**config.mk**
```make
export PLATFORM = sky130hd
export DESIGN_NAME = regfile_wb_arbiter_flat
export DESIGN_NICKNAME = d
export VERILOG_FILES = /design/src/rtl/regfile_wb_arbiter_if.sv /design/src/rtl/regfile_wb_arbiter.sv /design/src/flat_wrapper.sv
export SDC_FILE = /design/constraint.sdc
export NUM_CORES = 1
export LEC_CHECK = 0
export CAP_MARGIN = 20
export CORE_ASPECT_RATIO = 0.9
export CORE_MARGIN = 3
export CORE_UTILIZATION = 38
export DETAILED_ROUTE_END_ITERATION = 10
export PLACE_DENSITY = 0.87
export SKIP_CTS_REPAIR_TIMING = 1
export SLEW_MARGIN = 25
export SYNTH_ARGS = -nofsm -noshare
export SYNTH_HDL_FRONTEND = slang
export SYNTH_SLANG_ARGS = --single-unit
export TNS_END_PERCENT = 20
```
**constraint.sdc**
```tcl
create_clock -name clk -period 4.2 [get_ports clk]
set_input_delay 0.42 -clock clk [delete_from_list [all_inputs] [get_ports clk]]
set_output_delay 0.42 -clock clk [all_outputs]
set_load 0.05 [all_outputs]
```
**src/rtl/regfile_wb_arbiter_if.sv**
```systemverilog
// Write-back bus between retiring units and the register-file write ports.
// Optional forwarding signals exist only when WB_BYPASS_EN is defined.
interface regfile_wb_arbiter_if #(
  parameter int NUM_REQ = 3,
  parameter int DATA_W  = 16,
  parameter int ADDR_W  = 4
);
  logic                        stall;
  logic [NUM_REQ-1:0]          req_valid;
  logic [NUM_REQ-1:0]          req_ready;
  logic [NUM_REQ-1:0]          req_rd_en;
  logic [NUM_REQ*ADDR_W-1:0]   req_addr;
  logic [NUM_REQ*DATA_W-1:0]   req_data;
  logic [NUM_REQ-1:0]          req_r0_en;
  logic [NUM_REQ*DATA_W-1:0]   req_r0_data;

  logic                        registerWrite;
  logic [ADDR_W-1:0]           regWriteLocal;
  logic [DATA_W-1:0]           dataWrite;
  logic                        r0WriteEn;
  logic [DATA_W-1:0]           r0Write;

`ifdef WB_BYPASS_EN
  logic [ADDR_W-1:0]           registerRead1;
  logic [ADDR_W-1:0]           registerRead2;
  logic [DATA_W-1:0]           rf_dataRead1;
  logic [DATA_W-1:0]           rf_dataRead2;
  logic [DATA_W-1:0]           fwd_dataRead1;
  logic [DATA_W-1:0]           fwd_dataRead2;
`endif

  modport master (
    output stall, req_valid, req_rd_en, req_addr, req_data, req_r0_en, req_r0_data,
    input  req_ready, registerWrite, regWriteLocal, dataWrite, r0WriteEn, r0Write
`ifdef WB_BYPASS_EN
    , output registerRead1, registerRead2, rf_dataRead1, rf_dataRead2
    , input  fwd_dataRead1, fwd_dataRead2
`endif
  );

  modport slave (
    input  stall, req_valid, req_rd_en, req_addr, req_data, req_r0_en, req_r0_data,
    output req_ready, registerWrite, regWriteLocal, dataWrite, r0WriteEn, r0Write
`ifdef WB_BYPASS_EN
    , input  registerRead1, registerRead2, rf_dataRead1, rf_dataRead2
    , output fwd_dataRead1, fwd_dataRead2
`endif
  );
endinterface

```
**src/rtl/regfile_wb_arbiter.sv**
```systemverilog
// Round-robin write-back arbiter for the 16x16 register file, one grant per cycle,
// registered write strobes. Define WB_BYPASS_EN to add the read-forwarding mux.
module regfile_wb_arbiter #(
  parameter int NUM_REQ = 3,
  parameter int DATA_W  = 16,
  parameter int ADDR_W  = 4
) (
  input logic                clk,
  input logic                reset,
  regfile_wb_arbiter_if.slave wb
);
  localparam int PTR_W = (NUM_REQ > 1) ? $clog2(NUM_REQ) : 1;

  logic [PTR_W-1:0]   rrPtr;
  logic [PTR_W-1:0]   grantIdx;
  logic [PTR_W-1:0]   nextPtr;
  logic               grantValid;
  logic               acceptNow;
  logic [NUM_REQ-1:0] grantVec;

  logic               selRdEn;
  logic               selR0En;
  logic [ADDR_W-1:0]  selAddr;
  logic [DATA_W-1:0]  selData;
  logic [DATA_W-1:0]  selR0Data;
  logic               rdHitsR0;

  logic               wrEnQ;
  logic [ADDR_W-1:0]  wrAddrQ;
  logic [DATA_W-1:0]  wrDataQ;
  logic               r0EnQ;
  logic [DATA_W-1:0]  r0DataQ;

  // Scan from the highest offset down so the lowest offset from rrPtr wins last.
  always_comb begin : grantSearch
    int cand;
    cand       = 0;
    grantIdx   = '0;
    grantValid = 1'b0;
    for (int k = NUM_REQ - 1; k >= 0; k--) begin
      cand = int'(rrPtr) + k;
      if (cand >= NUM_REQ) cand = cand - NUM_REQ;
      if (wb.req_valid[PTR_W'(cand)]) begin
        grantIdx   = PTR_W'(cand);
        grantValid = 1'b1;
      end
    end
  end

  always_comb begin : grantDecode
    grantVec = '0;
    for (int i = 0; i < NUM_REQ; i++) begin
      grantVec[i] = grantValid && (grantIdx == PTR_W'(i));
    end
  end

  assign acceptNow    = grantValid & ~wb.stall & ~reset;
  assign wb.req_ready = acceptNow ? grantVec : '0;
  assign nextPtr      = (grantIdx == PTR_W'(NUM_REQ - 1)) ? '0 : grantIdx + PTR_W'(1);

  always_comb begin : payloadSelect
    selRdEn   = 1'b0;
    selR0En   = 1'b0;
    selAddr   = '0;
    selData   = '0;
    selR0Data = '0;
    for (int i = 0; i < NUM_REQ; i++) begin
      if (grantVec[i]) begin
        selRdEn   = wb.req_rd_en[i];
        selR0En   = wb.req_r0_en[i];
        selAddr   = wb.req_addr[i*ADDR_W +: ADDR_W];
        selData   = wb.req_data[i*DATA_W +: DATA_W];
        selR0Data = wb.req_r0_data[i*DATA_W +: DATA_W];
      end
    end
  end

  // A general write to R0 in the same retire as an R0-port write is dropped; R0 port wins.
  assign rdHitsR0 = selR0En && (selAddr == '0);

  always_ff @(posedge clk) begin
    if (reset) begin
      rrPtr   <= '0;
      wrEnQ   <= 1'b0;
      wrAddrQ <= '0;
      wrDataQ <= '0;
      r0EnQ   <= 1'b0;
      r0DataQ <= '0;
    end else if (acceptNow) begin
      rrPtr   <= nextPtr;
      wrEnQ   <= selRdEn & ~rdHitsR0;
      wrAddrQ <= selAddr;
      wrDataQ <= selData;
      r0EnQ   <= selR0En;
      r0DataQ <= selR0Data;
    end else begin
      wrEnQ   <= 1'b0;
      r0EnQ   <= 1'b0;
    end
  end

  assign wb.registerWrite = wrEnQ;
  assign wb.regWriteLocal = wrAddrQ;
  assign wb.dataWrite     = wrDataQ;
  assign wb.r0WriteEn     = r0EnQ;
  assign wb.r0Write       = r0DataQ;

`ifdef WB_BYPASS_EN
  // R0-port data takes precedence over the general port for reads of register 0.
  always_comb begin : forwardMux
    wb.fwd_dataRead1 = wb.rf_dataRead1;
    if ((wb.registerRead1 == '0) && r0EnQ)        wb.fwd_dataRead1 = r0DataQ;
    else if (wrEnQ && (wrAddrQ == wb.registerRead1)) wb.fwd_dataRead1 = wrDataQ;

    wb.fwd_dataRead2 = wb.rf_dataRead2;
    if ((wb.registerRead2 == '0) && r0EnQ)        wb.fwd_dataRead2 = r0DataQ;
    else if (wrEnQ && (wrAddrQ == wb.registerRead2)) wb.fwd_dataRead2 = wrDataQ;
  end
`endif
endmodule

```
**src/flat_wrapper.sv**
```systemverilog
// flat-port wrapper written by rule: the top's interface ports become plain ports
module regfile_wb_arbiter_flat 
#(
  parameter int NUM_REQ = 3,
  parameter int DATA_W  = 16,
  parameter int ADDR_W  = 4
)
  (clk, reset, wb_stall, wb_req_valid, wb_req_rd_en, wb_req_addr, wb_req_data, wb_req_r0_en, wb_req_r0_data, wb_req_ready, wb_registerWrite, wb_regWriteLocal, wb_dataWrite, wb_r0WriteEn, wb_r0Write);
  regfile_wb_arbiter_if #(.NUM_REQ(NUM_REQ), .DATA_W(DATA_W), .ADDR_W(ADDR_W)) wb_i ();
  input logic clk;
  input logic reset;
  input wire logic [$bits(wb_i.stall)-1:0] wb_stall;
  input wire logic [$bits(wb_i.req_valid)-1:0] wb_req_valid;
  input wire logic [$bits(wb_i.req_rd_en)-1:0] wb_req_rd_en;
  input wire logic [$bits(wb_i.req_addr)-1:0] wb_req_addr;
  input wire logic [$bits(wb_i.req_data)-1:0] wb_req_data;
  input wire logic [$bits(wb_i.req_r0_en)-1:0] wb_req_r0_en;
  input wire logic [$bits(wb_i.req_r0_data)-1:0] wb_req_r0_data;
  output wire logic [$bits(wb_i.req_ready)-1:0] wb_req_ready;
  output wire logic [$bits(wb_i.registerWrite)-1:0] wb_registerWrite;
  output wire logic [$bits(wb_i.regWriteLocal)-1:0] wb_regWriteLocal;
  output wire logic [$bits(wb_i.dataWrite)-1:0] wb_dataWrite;
  output wire logic [$bits(wb_i.r0WriteEn)-1:0] wb_r0WriteEn;
  output wire logic [$bits(wb_i.r0Write)-1:0] wb_r0Write;
  assign wb_i.stall = wb_stall;
  assign wb_i.req_valid = wb_req_valid;
  assign wb_i.req_rd_en = wb_req_rd_en;
  assign wb_i.req_addr = wb_req_addr;
  assign wb_i.req_data = wb_req_data;
  assign wb_i.req_r0_en = wb_req_r0_en;
  assign wb_i.req_r0_data = wb_req_r0_data;
  assign wb_req_ready = wb_i.req_ready;
  assign wb_registerWrite = wb_i.registerWrite;
  assign wb_regWriteLocal = wb_i.regWriteLocal;
  assign wb_dataWrite = wb_i.dataWrite;
  assign wb_r0WriteEn = wb_i.r0WriteEn;
  assign wb_r0Write = wb_i.r0Write;
  regfile_wb_arbiter #(.NUM_REQ(NUM_REQ), .DATA_W(DATA_W), .ADDR_W(ADDR_W)) u_core (.clk(clk), .reset(reset), .wb(wb_i));
endmodule
```
* Yosys cells after proc, flatten, opt, wreduce, memory -nomap -nowiden
Cells that the tools add are included.
Storage, ports and cells: register bits after elaboration 40, output and inout port bits 41, input bits 120
Operators by class: reduce and logical (&&, ||, !) cells 7, equality and inequality tests 2, order comparisons 6, add/sub/neg operators 6, multiplexer cells 35, bitwise logic cells 7
Operator list (count):
- 16-bit two-way mux | 6
- 1-bit two-way mux | 15
- 2-bit two-way mux | 7
- 2-bit by 4-bit < comparator with 1-bit output (second input constant) | 3
- 4-bit two-way mux | 3
- 1-bit binary-select mux with 2-bit select | 3
- 3-bit by 2-bit >= comparator with 1-bit output (second input constant) | 2
- 1-bit logical AND | 4
- 4-bit zero test | 1
- 1-bit inverter | 4
- 2-bit by 1-bit subtractor with 2-bit output (second input constant) | 2
- 2-bit by 1-bit adder with 3-bit output (second input constant) | 1
- 2-bit by 2-bit adder with 3-bit output (second input constant) | 1
- 1-bit AND | 3
- 3-bit two-way mux | 1
- 2-bit by 1-bit adder with 2-bit output (second input constant) | 1
- 2-bit by 1-bit == test with 1-bit output (second input constant) | 1
- 2-bit == test (second input constant) | 1
- 2-bit >= comparator (second input constant) | 1
- 2-bit zero test | 1
- 2-bit OR reduction | 1
- 2-bit subtractor (second input constant) | 1

* Logic depth before layout (Yosys ltp)
depth after elaboration 18, depth in mapped cells 11

* Worst setup path before layout
No wires, ideal clock.
path type register to output, from register u_core.rrPtr[0], to output wb_req_ready[0], buffers on the path 2, stages on the path, launching flop included 9, path slack 0.487 ns, data required time 3.780 ns, data arrival time 3.293 ns, cells stage by stage dfxtp_1 -> inv_1 -> ha_1 -> nand2b_1 -> a21boi_0 -> o21ai_1 -> buf_2 -> buf_4 -> nor4b_1
On the way: word-level cells in the longest chain between the ends 12, elaborated cells on any way between the ends 31, those cells by class 5 x add/sub; 3 x order compare; 19 x mux; 2 x bitwise; 2 x reduce/logical
RTL lines:
- start, declared | line regfile_wb_arbiter.sv:14 | logic [PTR_W-1:0] rrPtr;
- start signal, assigned | line regfile_wb_arbiter.sv:90 | rrPtr <= nextPtr;
- 2-bit by 2-bit adder with 3-bit output | line regfile_wb_arbiter.sv:41 | cand = int'(rrPtr) + k;
- 3-bit by 2-bit >= comparator with 1-bit output / 2-bit by 1-bit subtractor with 2-bit output (equally long branches) | line regfile_wb_arbiter.sv:42 | if (cand >= NUM_REQ) cand = cand - NUM_REQ;
- 2-bit two-way mux | line regfile_wb_arbiter.sv:42
- 1-bit binary-select mux with 2-bit select | line regfile_wb_arbiter.sv:43 | if (wb.req_valid[PTR_W'(cand)]) begin
- 1-bit two-way mux (implied by the code) (2 in a row) | line regfile_wb_arbiter.sv:43
- 1-bit two-way mux / 2-bit two-way mux (equally long branches) (3 in a row) | line regfile_wb_arbiter.sv:43
- 1-bit AND / 2-bit zero test (equally long branches) | line regfile_wb_arbiter.sv:57, regfile_wb_arbiter.sv:53
- 1-bit AND / 1-bit logical AND (equally long branches) | line regfile_wb_arbiter.sv:57, regfile_wb_arbiter.sv:53
- 3-bit two-way mux (*) | line regfile_wb_arbiter.sv:58 | assign wb.req_ready = acceptNow ? grantVec : '0;
- end, declared | line flat_wrapper.sv:19 | output wire logic [$bits(wb_i.req_ready)-1:0] wb_req_ready;
Every way passes the cells marked *; elsewhere a longest branch is shown, timed or not. The select of a mux whose other input is x is not followed.

* Final worst setup path
from register u_core.rrPtr[0], to output wb_req_ready[1]
On the way: word-level cells in the longest chain between the ends 12, elaborated cells on any way between the ends 31, those cells by class 5 x add/sub; 3 x order compare; 1 x eq/ne; 19 x mux; 2 x bitwise; 1 x reduce/logical
RTL lines (line):
- 2-bit by 2-bit adder with 3-bit output | regfile_wb_arbiter.sv:41
- 3-bit by 2-bit >= comparator with 1-bit output / 2-bit by 1-bit subtractor with 2-bit output (equally long branches) | regfile_wb_arbiter.sv:42
- 2-bit two-way mux | regfile_wb_arbiter.sv:42
- 1-bit binary-select mux with 2-bit select | regfile_wb_arbiter.sv:43
- 1-bit two-way mux (implied by the code) (2 in a row) | regfile_wb_arbiter.sv:43
- 2-bit two-way mux / 1-bit two-way mux (equally long branches) (3 in a row) | regfile_wb_arbiter.sv:43
- 2-bit by 1-bit == test with 1-bit output / 1-bit AND (equally long branches) | regfile_wb_arbiter.sv:53, regfile_wb_arbiter.sv:57
- 1-bit logical AND / 1-bit AND (equally long branches) | regfile_wb_arbiter.sv:53, regfile_wb_arbiter.sv:57
- 3-bit two-way mux (*) | regfile_wb_arbiter.sv:58
Marked as above.

==> summary.txt <==
Critical path
  – Reg-to-reg setup timing slack: 1.12 ns
  – Cell-by-cell trace of the critical path: inv_1 -> ha_1 -> nor2_1 -> a21oi_1 -> o21ai_0 -> a21o_2 -> nor2_1 -> and2_1 -> clkdlybuf4s50_1
  – Delay-heaviest family, CP: compound AO/OA/AOI/OAI gates
  – Crit path to: wb_req_ready[1]
  – Crit-path max cell delay: 0.70 ns
  – CP dominant cell by count: nor2_1
  – CP max stage cell: clkdlybuf4s50_1
  – Critical path depth in cells: 9
  – R2r endpoint: u_core.wb.registerWrite$_SDFF_PP0_
  – Cell depth of the worst flop-to-flop path: 10
  – FF-to-FF Start: u_core.rrPtr[0]$_SDFFE_PP0P_
  – CP Data Arrival Time: 3.23 ns
  – Critical Path RT: 3.78 ns
  – Element type at the critical path end: primary output
  – Crit path buffers/inverters: 2
  – CP Max Fanout: 32
  – Crit Path Category: flip-flop to primary output
  – Crit start category: flip-flop
  – CP startpoint: u_core.rrPtr[0]$_SDFFE_PP0P_

Logic synthesis
  – Dominant cell type by area after synthesis: dfxtp_1
  – Syn. warnings: 0
  – Register area share after synthesis: 35.16%
  – Netlist cell types: 34
  – Syn_area_per_cell: 7.515 µm²
  – Post-Syn Area: 2277 µm²
  – Top-area cell type share of the netlist area: 35.16%
  – Leading post-synthesis cells by cell area: dfxtp_1, nor2_1, a22oi_1
  – #FFs+latches synth: 40
  – Mapped Cells: 303
  – Syn nets: 425

Placed design
  – GP Congestion: 0.7514
  – IO Port Bufs: 160
  – DPL Wire Length: 5946 µm
  – Dpl cell area: 3890 µm²

STA
  – Hold slack: 0.4846 ns
  – Worst Tran Pin Value: 0.7534 ns
  – Crit share post-route: 86.98%
  – Relative slew slack: 49.78%
  – Fmax achieved: 273.7 MHz
  – Minimum clock period: 3.653 ns
  – Max Transition Viols Final: 0
  – Unrepaired setup endpoints after global routing: no
  – Layout Skew: 0.003145 ns
  – Setup tns final: 0 ns
  – Setup violators final: 0
  – Fin. Hold Viols: 0

Finish
  – Post-route cell area: 3968 µm²
  – Share of cells above drive strength 1: 3.812%
  – Layout Utilization: 69.30%
  – Area grow syn2layout: 74.23%
  – # diodes: 0
  – Net count of the finished layout: 568
  – Fill cells: 488

Drt
  – Remaining antenna violation count: 0
  – Pre-Repair DR Iteration Count: 4
  – WL per Instance: 15.35 µm
  – DR iter-0 viols: 120
  – Routed wire length: 7920 µm
  – Drc violations: 0
  – Via count: 2809
  – Vias per cell: 5.444

Global routing
  – Largest net degree at the start of global routing: 50
  – GRT Overall Usage: 22.65%
  – Vias in the first global route: 2680
  – Initial antenna violation count: 0
  – GR Overflow Total: 0
  – First-pass GRT wire length: 12660 µm

Floorplanning
  – Ports: 161
  – Die height: 79.44 µm
  – Die Wd: 87.60 µm
  – Area of the die: 6959 µm²
  – Row count: 26
  – Core area: 5725 µm²
  – Initial core utilization: 39.77%

Power and ir drop
  – PD cells: 332.9 nW/µm²
  – Peak supply drop: 0.1826 mV
  – LEAKAGE: 0.001480 µW
  – Power consumption: 1321 µW

Clock network
  – Clk Latency, worst-skew pair: 0.27 ns
  – H-tree depth: 2
  – Clock-pin slew on the worst setup and hold paths: 0.07 ns
  – Root Buffer: clkbuf_8
  – Deepest clock path buffer count: 2
  – CTS tree: yes
  – Num CTS Buffers: 5
  – Clk sink count: 40

Run
  – Number of max-cap violations: 0

Hold path
  – Worst Hold Class: flip-flop to flip-flop

Outcome
  – Status: finished, final reports clean
layout by cell type (no fill, tap or decap), drive strengths merged, types with 2 or more instances in the layout:
master | synthesis | routed
a211oi | 33 | 33
a21boi | 2 | 2
a21o | 2 | 2
a21oi | 40 | 40
a22o | 2 | 2
a22oi | 36 | 36
a31oi | 2 | 2
buf | 18 | 6
clkbuf | 12 | 6
clkdlybuf4s50 | 0 | 160
dfxtp | 40 | 40
ha | 2 | 2
inv | 6 | 6
mux2i | 2 | 2
nand2 | 7 | 7
nor2 | 77 | 77
nor3 | 2 | 2
o21a | 3 | 3
o21ai | 4 | 4
report_power, final:
part	switching, µW	leakage [µW]	internal, µW
logic	372	0.00111	272
registers	21.0	0.000328	421
clock network	123	0.0000410	113
synthesized netlist by cell type, drive strengths merged:
library cell	count
o21a	3
a211oi	33
nand2b	1
a21boi	2
nand3	1
dfxtp	40
nor3	2
a41oi	1
a2111oi	1
a21o	2
clkbuf	12
o31ai	1
mux2i	2
o21ai	4
or2	1
a22oi	36
a31oi	2
maj3	1
nand2	7
nand3b	1
nor2	77
ha	2
inv	6
and2	1
a22o	2
a211o	1
a21oi	40
nor4b	1
a221oi	1
buf	18
o211ai	1
worst min-delay path by stage:
stage                                       from  cells after the start                                 to
6_report            u_core.rrPtr[0]$_SDFFE_PP0P_                      2       u_core.rrPtr[0]$_SDFFE_PP0P_
5_1_grt        u_core.wb.r0Write[3]$_SDFFE_PP0P_                      2  u_core.wb.r0Write[3]$_SDFFE_PP0P_
3_5_place_dp        u_core.rrPtr[0]$_SDFFE_PP0P_                      2       u_core.rrPtr[0]$_SDFFE_PP0P_
2_1_floorplan       u_core.rrPtr[1]$_SDFFE_PP0P_                      2       u_core.rrPtr[1]$_SDFFE_PP0P_
3_3_place_gp        u_core.rrPtr[0]$_SDFFE_PP0P_                      2       u_core.rrPtr[0]$_SDFFE_PP0P_
4_1_cts             u_core.rrPtr[0]$_SDFFE_PP0P_                      2       u_core.rrPtr[0]$_SDFFE_PP0P_
cell families (layout without fill, tap and decap cells):
logic type,count (synthesis),count (layout),share of synthesized area (%)
compound gates,130,130,39.01
fa+ha+maj,3,3,1.538
simple gates,92,92,16.04
mux,2,2,0.8792
flops,40,40,35.16
buf+inv,36,179,7.363
metal layers:
layer / part of all wire [%] / wire (µm) / vias to the layer above / global-route usage (%)
li1: - / - / 1388 / -
met1: 38 / 3020 / 1290 / 26.43
met2: 50 / 3968 / 121 / 40.06
met3: 10 / 816 / 10 / 7.018
met4: 1.5 / 115 / 0 / 5.521
met5: 0 / 0 / - / 0
sequential cells by signal, summed over array words and instances, names as in the netlist:
register / cells
u_core.wb.regWriteLocal: 4
u_core.rrPtr: 2
u_core.wb.dataWrite: 16
u_core.wb.r0Write: 16
u_core.wb.r0WriteEn: 1
u_core.wb.registerWrite: 1
stage by stage:
stage	setup slack (ns)	instances
final	0.5470	516
after global routing	0.2542	516
after CTS	0.5436	516
after detailed placement	0.6581	509
after global placement	0.7764	509
after floorplan	0.4871	303
worst min-delay path, stage by stage, from the launching register on:
cell,delay [ns]
dfxtp_1,0.33
nand2_1,0.06
a21oi_1,0.05
final cells by class:
type / instances / area [µm²] / share of cell area, %
clock inverter: 1 / 5.005 / 0.1261
timing repair buffer: 166 / 1647 / 41.50
clock buffer: 6 / 72.57 / 1.829
tap: 70 / 87.58 / 2.208
multi-input combinational: 227 / 1333 / 33.59
inverter: 6 / 22.52 / 0.5676
sequential: 40 / 800.8 / 20.18
No activity file was read; power rests on OpenSTA's default activity.
